===== src/rtl/gcm_ct_unpacker.sv =====
// Ciphertext block unpacker: buffers 128-bit blocks from aes_api in a FIFO
// and serializes them byte-first with valid/ready, honouring short final blocks.
module gcm_ct_unpacker #(
    parameter int unsigned DEPTH = 4
) (
    input  logic                    clk,
    input  logic                    reset,
    input  logic                    i_cp_ready,
    input  logic                    i_cp_last,
    input  logic [4:0]              i_cp_nbytes,
    input  logic [0:127]            i_cipher_text,
    output logic [7:0]              o_byte,
    output logic                    o_byte_valid,
    input  logic                    i_byte_ready,
    output logic                    o_byte_last,
    output logic [$clog2(DEPTH):0]  o_level,
    output logic                    o_full,
    output logic                    o_overflow
);

    localparam int unsigned PW = $clog2(DEPTH);
    localparam int unsigned LW = PW + 1;
    localparam int unsigned EW = 128 + 1 + 5;

    localparam logic [0:0] IDLE = 1'b0;
    localparam logic [0:0] SEND = 1'b1;

    logic [EW-1:0]  mem_q [DEPTH];

    logic [0:0]     state_q,     state_d;
    logic [PW-1:0]  rd_ptr_q,    rd_ptr_d;
    logic [PW-1:0]  wr_ptr_q,    wr_ptr_d;
    logic [LW-1:0]  level_q,     level_d;
    logic           ovf_q,       ovf_d;
    logic [0:127]   sh_q,        sh_d;
    logic           blast_q,     blast_d;
    logic [4:0]     bcount_q,    bcount_d;
    logic [3:0]     idx_q,       idx_d;
    logic           byte_last_q, byte_last_d;

    logic [4:0]     nb_in;
    logic [EW-1:0]  entry_in;
    logic [EW-1:0]  head;
    logic           fifo_full;
    logic           fifo_empty;
    logic           xfer;
    logic           at_end;
    logic           pop;
    logic           push;

    // Next-state logic for FIFO bookkeeping and the serializer
    always_comb begin
        nb_in       = (!i_cp_last || i_cp_nbytes == 5'd0 || i_cp_nbytes > 5'd16) ? 5'd16 : i_cp_nbytes;
        entry_in    = {i_cipher_text, i_cp_last, nb_in};
        head        = mem_q[rd_ptr_q];
        fifo_empty  = (level_q == LW'(0));
        fifo_full   = (level_q == LW'(DEPTH));
        xfer        = (state_q == SEND) && i_byte_ready;
        at_end      = ({1'b0, idx_q} == (bcount_q - 5'd1));
        pop         = !fifo_empty && ((state_q == IDLE) || (xfer && at_end));
        push        = i_cp_ready && (!fifo_full || pop);

        state_d     = state_q;
        rd_ptr_d    = rd_ptr_q;
        wr_ptr_d    = wr_ptr_q;
        ovf_d       = ovf_q | (i_cp_ready & ~push);
        sh_d        = sh_q;
        blast_d     = blast_q;
        bcount_d    = bcount_q;
        idx_d       = idx_q;
        byte_last_d = byte_last_q;
        level_d     = level_q + LW'(push) - LW'(pop);

        if (push) begin
            wr_ptr_d = wr_ptr_q + PW'(1);
        end

        // A pop on the final-byte transfer reloads without a bubble
        if (pop) begin
            state_d     = SEND;
            rd_ptr_d    = rd_ptr_q + PW'(1);
            sh_d        = head[EW-1:6];
            blast_d     = head[5];
            bcount_d    = head[4:0];
            idx_d       = 4'd0;
            byte_last_d = head[5] && (head[4:0] == 5'd1);
        end else if (xfer) begin
            if (at_end) begin
                state_d     = IDLE;
                byte_last_d = 1'b0;
            end else begin
                sh_d        = {sh_q[8:127], 8'h00};
                idx_d       = idx_q + 4'd1;
                byte_last_d = blast_q && (({1'b0, idx_q} + 5'd2) == bcount_q);
            end
        end
    end

    always_ff @(posedge clk or posedge reset) begin
        if (reset) begin
            state_q     <= IDLE;
            rd_ptr_q    <= '0;
            wr_ptr_q    <= '0;
            level_q     <= '0;
            ovf_q       <= 1'b0;
            sh_q        <= '0;
            blast_q     <= 1'b0;
            bcount_q    <= 5'd0;
            idx_q       <= 4'd0;
            byte_last_q <= 1'b0;
        end else begin
            state_q     <= state_d;
            rd_ptr_q    <= rd_ptr_d;
            wr_ptr_q    <= wr_ptr_d;
            level_q     <= level_d;
            ovf_q       <= ovf_d;
            sh_q        <= sh_d;
            blast_q     <= blast_d;
            bcount_q    <= bcount_d;
            idx_q       <= idx_d;
            byte_last_q <= byte_last_d;
        end
    end

    // Storage needs no reset: occupancy gates every read
    always_ff @(posedge clk) begin
        if (push) begin
            mem_q[wr_ptr_q] <= entry_in;
        end
    end

    assign o_byte       = sh_q[0:7];
    assign o_byte_valid = (state_q == SEND);
    assign o_byte_last  = byte_last_q;
    assign o_level      = level_q;
    assign o_full       = fifo_full;
    assign o_overflow   = ovf_q;

endmodule


===== config.mk =====
export PLATFORM = sky130hd
export DESIGN_NAME = gcm_ct_unpacker
export DESIGN_NICKNAME = d
export VERILOG_FILES = /design/src/rtl/gcm_ct_unpacker.sv
export SDC_FILE = /design/constraint.sdc
export NUM_CORES = 1
export LEC_CHECK = 0
export CAP_MARGIN = 20
export CORE_UTILIZATION = 50
export DETAILED_ROUTE_END_ITERATION = 6
export GPL_ROUTABILITY_DRIVEN = 0
export PLACE_DENSITY = 0.78
export SYNTH_ARGS = -nofsm -noshare
export SYNTH_HDL_FRONTEND = slang
export SYNTH_SLANG_ARGS = --single-unit

===== constraint.sdc =====
create_clock -name clk -period 7.2 [get_ports clk]
set_input_delay 2.16 -clock clk [delete_from_list [all_inputs] [get_ports clk]]
set_output_delay 2.16 -clock clk [all_outputs]
set_load 0.02 [all_outputs]

==> impl_metrics.json, run 1 <==
{
  "setup_viol": 0,
  "seq_area_frac_synth": 0.754,
  "drtAntennaViolNets": 0,
  "crit_path_max_fanout": 57,
  "synth_area_mm2": 0.0263,
  "holdBufCountCts": 0,
  "fp.dieW_um": 231,
  "antenna_found_initial": 1,
  "seqPwrFrac": 0.536,
  "wl_um": 55600,
  "coreArea_mm2": 0.0516,
  "worst_pin_slew_ps": 1110,
  "critical_path_required_ps": 7450,
  "hpwl_um": 31900,
  "row_count": 83,
  "p_int_w": 0.00731,
  "synthesis.nets": 1569,
  "clk_latency_ps": 590,
  "synthCells": 1422,
  "netlist.top_cell.by_area": "edfxtp_1",
  "grt_pass1_vias": 14400,
  "max_cap_violations": 0,
  "yosys.area_share.xor_xnor": 0.00558,
  "grt_max_degree": 92,
  "grt_pass1_wl_um": 85900,
  "n_fill_cell": 3570,
  "muxShareOfSynthArea": 0.119,
  "post_drt_via_cell_ratio": 6.02,
  "max_clock_freq_ghz": 0.224,
  "syn_to_final_growth_pct": 16.5,
  "p_clk_frac": 0.353,
  "route.detailed.drc": 0,
  "drt_iter0_markers": 1375,
  "fin_crit_sh": 0.619,
  "track_usage": 0.214,
  "cts_sinks": 684,
  "ys_types": 42,
  "start_util": 0.509,
  "cp_cell_sequence": "clkdlybuf4s50_1, a41oi_4, a21boi_1, and2_4, buf_12",
  "synth_compound_area_frac": 0.0402,
  "n_antenna_cell": 0,
  "ys_ff_latch": 684,
  "synth_area_leaders": "edfxtp_1 61%, dfrtp_1 14%, mux4_2 11%, nand2_1 2.4%, a31oi_1 2.0%",
  "final_cells": 2300,
  "power_leakage_nw": 10.3,
  "htree_levels": 3,
  "ir_worst_vdd_uv": 179,
  "hold_violations": 0,
  "cts_tree": "done",
  "reg2reg_slack_ps": 3060,
  "p_sw_frac": 0.237,
  "fin_tns_setup_ps": 0,
  "synth_edf_count": 536,
  "clk_pin_slew_ps": 60,
  "crit_type": "in -> reg",
  "synth_common_cells": "536 x edfxtp_1, 170 x nand2_1, 148 x dfrtp_1",
  "setup.worst_path.start_class": "input pin",
  "grt_remaining_overflow": 0,
  "cts_made_buffers": 67,
  "cts_resized": 0,
  "rsz0062_at_grt": "no",
  "drive_gt1_frac": 0.169,
  "drv_slew": 0,
  "yosysWarningCount": 0,
  "dp.cells": 2178,
  "synth_adder_area_share": 0.00458,
  "comb_power_share": 0.111,
  "slew_headroom": 0.257,
  "clockBufferDepth": 3,
  "p_per_area_mw_per_mm2": 313,
  "end_kind": "flop",
  "io_pins": 153,
  "synth_top_family_by_area": "multiplexers",
  "die_h_um": 231,
  "routedWlPerCell_um": 24.2,
  "post_synth.cell_area_avg_um2": 18.5,
  "synth_flop_cell": "edfxtp_1",
  "routed-via-count": 13800,
  "fin_crit_ps": 4460,
  "synthArstFlopShare": 0.216,
  "fin_skew_ps": 29.3,
  "min_path_type": "reg -> reg",
  "die-area_mm2": 0.0534,
  "slowest_delay_ps": 850,
  "nNetsFinal": 1715,
  "power.switching_w": 0.00227,
  "root_buffer": "clkbuf_16",
  "port_buffers": 152,
  "synth.top_cell.area_share": 0.613,
  "post_cts_buffers": 0,
  "yosysMostFrequentCell": "edfxtp_1",
  "arrival_ps": 4710,
  "drt_first_pass_iters": 5,
  "slowest_stage": "and2_4",
  "synth-simple-area-share": 0.0568,
  "status": "finished, final reports clean"
}
[routing by layer]
metal  wire (um)  up-vias  GRT usage
met3        3960      103     0.0411
met5          11        -          0
met1       22400     7179      0.291
met4        1370        2     0.0747
met2       27900      618      0.348
li1            -     5943          -
[cell families (layout without fill, tap and decap cells)]
family / after synthesis / count (layout)
DFF: 684 / 684
and+or+nand+nor: 324 / 324
muxes: 144 / 144
AOI/OAI and AO/OA: 139 / 139
buffers and inverters: 107 / 305
xor gates and xnor gates: 15 / 15
adders and majority gates: 9 / 9
[layout make-up]
cell class	instances	area (um^2)	share of cell area
clock buffer	98	1900	0.0620
clock inverter	23	220	0.00720
inverter	8	35.0	0.00115
multi-input combinational	631	6010	0.197
sequential	684	19800	0.648
tap	680	851	0.0278
timing repair buffer	176	1760	0.0577
[metrics by stage]
stage	utilization	area [um^2]	setup WS (ps)	hold slack [ps]	total power (W)
after global placement	0.551	28400	2230	472	0.00622
after CTS	0.592	30600	2750	492	0.00966
final	0.593	30600	2740	487	0.00958
after floorplan	-	26300	874	465	0.00585
after global routing	0.593	30600	2590	504	0.00990
after detailed placement	0.551	28400	2150	478	0.00629
[final timing paths]
kind                              startpoint      endpoint  cells after the start
worst min register to register    o_overflow    o_overflow                      1
max in group asynchronous              reset   rd_ptr_q[0]                      3
min in group asynchronous              reset      sh_q[38]                      2
worst max-delay path            i_byte_ready  mem_q[2][73]                      5
worst min-delay path              o_overflow    o_overflow                      1
worst max register to register   bcount_q[0]  mem_q[2][73]                      8
[sequential cells by signal, summed over array words and instances, names as in the netlist]
signal / cells
bcount_q: 5
blast_q: 1
idx_q: 4
mem_q: 536
o_byte_last: 1
o_byte_valid: 1
o_level: 3
o_overflow: 1
rd_ptr_q: 2
sh_q: 128
wr_ptr_q: 2
[cell usage in the layout (no fill, tap or decap), types with 19 or more instances in the layout]
master,n
edfxtp_1,536
nand2_1,170
clkdlybuf4s50_1,152
dfrtp_1,146
mux4_2,134
nor3_1,86
a31oi_1,84
clkbuf_16,69
and2_1,41
a221o_1,37
clkbuf_1,23
buf_4,19
[power by group through the flow]
stage / Sequential, W / Clock (W) / Combinational [W]
after floorplan: 0.00525 / 0 / 0.000597
after global placement: 0.00516 / 0 / 0.00106
after detailed placement: 0.00521 / 0 / 0.00108
after CTS: 0.00514 / 0.00343 / 0.00109
after global routing: 0.00518 / 0.00358 / 0.00114
final: 0.00513 / 0.00338 / 0.00107
[critical path, delay by kind of cell]
kind,cells,cell delay [ps]
and+or+nand+nor,1,850
AOI/OAI and AO/OA,2,620
buffers and inverters,2,1020
(Power assumes the default switching activity.)
==> inputs of run 2 (changes only) <==
--- a/config.mk
+++ b/config.mk
@@ -9,7 +9,7 @@
 export CORE_UTILIZATION = 50
 export DETAILED_ROUTE_END_ITERATION = 6
 export GPL_ROUTABILITY_DRIVEN = 0
-export PLACE_DENSITY = 0.78
+export PLACE_DENSITY = 0.8
 export SYNTH_ARGS = -nofsm -noshare
 export SYNTH_HDL_FRONTEND = slang
 export SYNTH_SLANG_ARGS = --single-unit
==> constraint.sdc (replaced) <==
create_clock -name clk -period 3.93 [get_ports clk]
set_input_delay 1.179 -clock clk [delete_from_list [all_inputs] [get_ports clk]]
set_output_delay 1.179 -clock clk [all_outputs]
set_load 0.02 [all_outputs]
==> impl_metrics.json, run 2 (synthesized netlist as in run 1, its figures left out) <==
{
  "end_kind": "output port",
  "slowest_stage": "clkdlybuf4s50_1",
  "die_h_um": 231,
  "hpwl_um": 33200,
  "fin_crit_sh": 0.855,
  "final_core_util": 0.599,
  "port_buffers": 152,
  "crit_type": "reg -> out",
  "comb_power_share": 0.118,
  "coreArea_mm2": 0.0516,
  "critical_path_required_ps": 2750,
  "worst_pin_slew_ps": 1020,
  "grt_remaining_overflow": 0,
  "worstHoldStart": "o_overflow",
  "antenna_found_initial": 5,
  "setup_viol": 0,
  "row_count": 83,
  "p_int_w": 0.0134,
  "cts_sinks": 684,
  "max_clock_freq_ghz": 0.298,
  "post_cts_buffers": 0,
  "htree_levels": 3,
  "final_common_cell": "edfxtp_1",
  "routedWlPerCell_um": 24.2,
  "post_drt_via_cell_ratio": 6.03,
  "cts_made_buffers": 67,
  "p_sw_frac": 0.246,
  "reg.largest.list": "mem_q: 536 flops, sh_q: 128 flops, bcount_q: 5 flops",
  "grt_pass1_wl_um": 86400,
  "drtAntennaViolNets": 0,
  "final_cell_mix": "536 x edfxtp_1, 170 x nand2_1, 152 x clkdlybuf4s50_1",
  "dpl-instance-area_mm2": 0.0288,
  "clockBufferDepth": 3,
  "crit_path_max_fanout": 5,
  "slew_headroom": 0.322,
  "max_cap_violations": 0,
  "p_clk_frac": 0.352,
  "reg2reg_from": "bcount_q[0]",
  "hold_violations": 0,
  "grt_max_degree": 86,
  "cp-startpoint": "o_level[1]",
  "route.detailed.drc": 0,
  "wl_um": 56300,
  "top_layer": "met5",
  "cts_tree": "done",
  "critPathBufInv": 1,
  "drt_iter0_markers": 1388,
  "route.met2.wl_um": 27600,
  "min_path_type": "reg -> reg",
  "cp_top_family": "buffers and inverters",
  "cts_resized": 0,
  "fin_crit_ps": 3360,
  "rsz0062_at_grt": "no",
  "p_per_area_mw_per_mm2": 574,
  "power_leakage_nw": 10.4,
  "drv_slew": 0,
  "status": "finished, final reports clean",
  "nNetsFinal": 1730,
  "holdBufCountCts": 0,
  "slowest_delay_ps": 700,
  "grt_pass1_vias": 14400,
  "fp.dieW_um": 231,
  "largest_reg_flops": 536,
  "setup.worst_path.start_class": "flop",
  "seqPwrFrac": 0.530,
  "final_cell_area_mm2": 0.0309,
  "top_register": "mem_q",
  "syn_to_final_growth_pct": 17.9,
  "root_buffer": "clkbuf_16",
  "clk_latency_ps": 610,
  "clk_pin_slew_ps": 60,
  "drive_gt1_frac": 0.183,
  "track_usage": 0.216,
  "holdWs_ps": 489,
  "die-area_mm2": 0.0534,
  "drt_first_pass_iters": 7,
  "wl_met3_um": 4590,
  "n_fill_cell": 3539,
  "cp_cell_sequence": "nor3b_1, clkdlybuf4s50_1",
  "wl_met1_um": 22700,
  "io_pins": 153,
  "power.switching_w": 0.00436,
  "routed-via-count": 14000,
  "arrival_ps": 2180,
  "start_util": 0.509,
  "fin_skew_ps": 30.1,
  "ir_worst_vdd_uv": 381
}
==> run 2: cell count changes in the layout (fill, tap and decap cells not counted), moves of 2 or more <==
| cell | change |
|---|---|
| clkbuf_1 | -7 |
| clkinv_2 | +6 |
| buf_12 | +15 |
| bufinv_16 | -2 |
| clkbuf_8 | +2 |
| inv_16 | +3 |
| diode_2 | +4 |
| clkinv_8 | +2 |
==> run 2: layout make-up <==
class / count / area (um^2) / share of cell area
clock buffer: 92 / 1870 / 0.0605
inverter: 8 / 33.8 / 0.00109
multi-input combinational: 631 / 6010 / 0.194
clock inverter: 32 / 290 / 0.00938
antenna: 4 / 10.0 / 0.000324
tap: 680 / 851 / 0.0275
sequential: 684 / 19800 / 0.640
timing repair buffer: 191 / 2060 / 0.0667
==> run 2: power by group through the flow <==
stage / clock network, W / logic [W] / registers (W)
2_1_floorplan: 0 / 0.00110 / 0.00953
6_report: 0.00625 / 0.00210 / 0.00940
4_1_cts: 0.00634 / 0.00212 / 0.00941
3_3_place_gp: 0 / 0.00207 / 0.00945
5_1_grt: 0.00663 / 0.00223 / 0.00949
3_5_place_dp: 0 / 0.00211 / 0.00954
==> run 2: metal layers <==
layer / global-route usage / up-vias
li1: - / 5982
met1: 0.302 / 7315
met2: 0.341 / 602
met3: 0.0445 / 90
met4: 0.0724 / 2
met5: 0 / -
==> run 2: worst reg2reg max path, stage by stage (launching register included) <==
cell,delay (ps)
dfrtp_1,400
inv_1,70
ha_1,300
xnor2_1,120
nor3_1,650
a41oi_4,280
mux2i_1,170
mux2_2,290
ha_1,200
fa_1,420
xor2_1,180
xnor2_1,130
==> run 2: worst paths after layout <==
check | end | slack [ps] | depth (start not counted)
min in group asynchronous | sh_q[46] | 1030 | 2
worst max-delay path | o_full | 570 | 2
worst max register to register | o_level[2] | 610 | 11
worst min register to register | o_overflow | 490 | 1
worst min-delay path | o_overflow | 490 | 1
max in group asynchronous | sh_q[53] | 2140 | 3
==> run 2: metrics by stage <==
| step | TNS (ps) | setup WS [ps] | power (W) | std cells |
|---|---|---|---|---|
| 2_1_floorplan | -18210 | -34.0 | 0.0106 | 1422 |
| 3_3_place_gp | 0 | 425 | 0.0115 | 2194 |
| 3_5_place_dp | 0 | 432 | 0.0117 | 2194 |
| 4_1_cts | 0 | 535 | 0.0179 | 2318 |
| 5_1_grt | 0 | 461 | 0.0183 | 2321 |
| 6_report | 0 | 570 | 0.0177 | 2322 |
==> inputs of run 3 (changes only) <==
--- a/config.mk
+++ b/config.mk
@@ -7,6 +7,7 @@
 export LEC_CHECK = 0
 export CAP_MARGIN = 20
 export CORE_UTILIZATION = 50
+export CTS_CLUSTER_DIAMETER = 60
 export DETAILED_ROUTE_END_ITERATION = 6
 export GPL_ROUTABILITY_DRIVEN = 0
 export PLACE_DENSITY = 0.8
==> results of run 3 <==
Same layout as run 2: the final DEF is identical, and so are final timing and power.
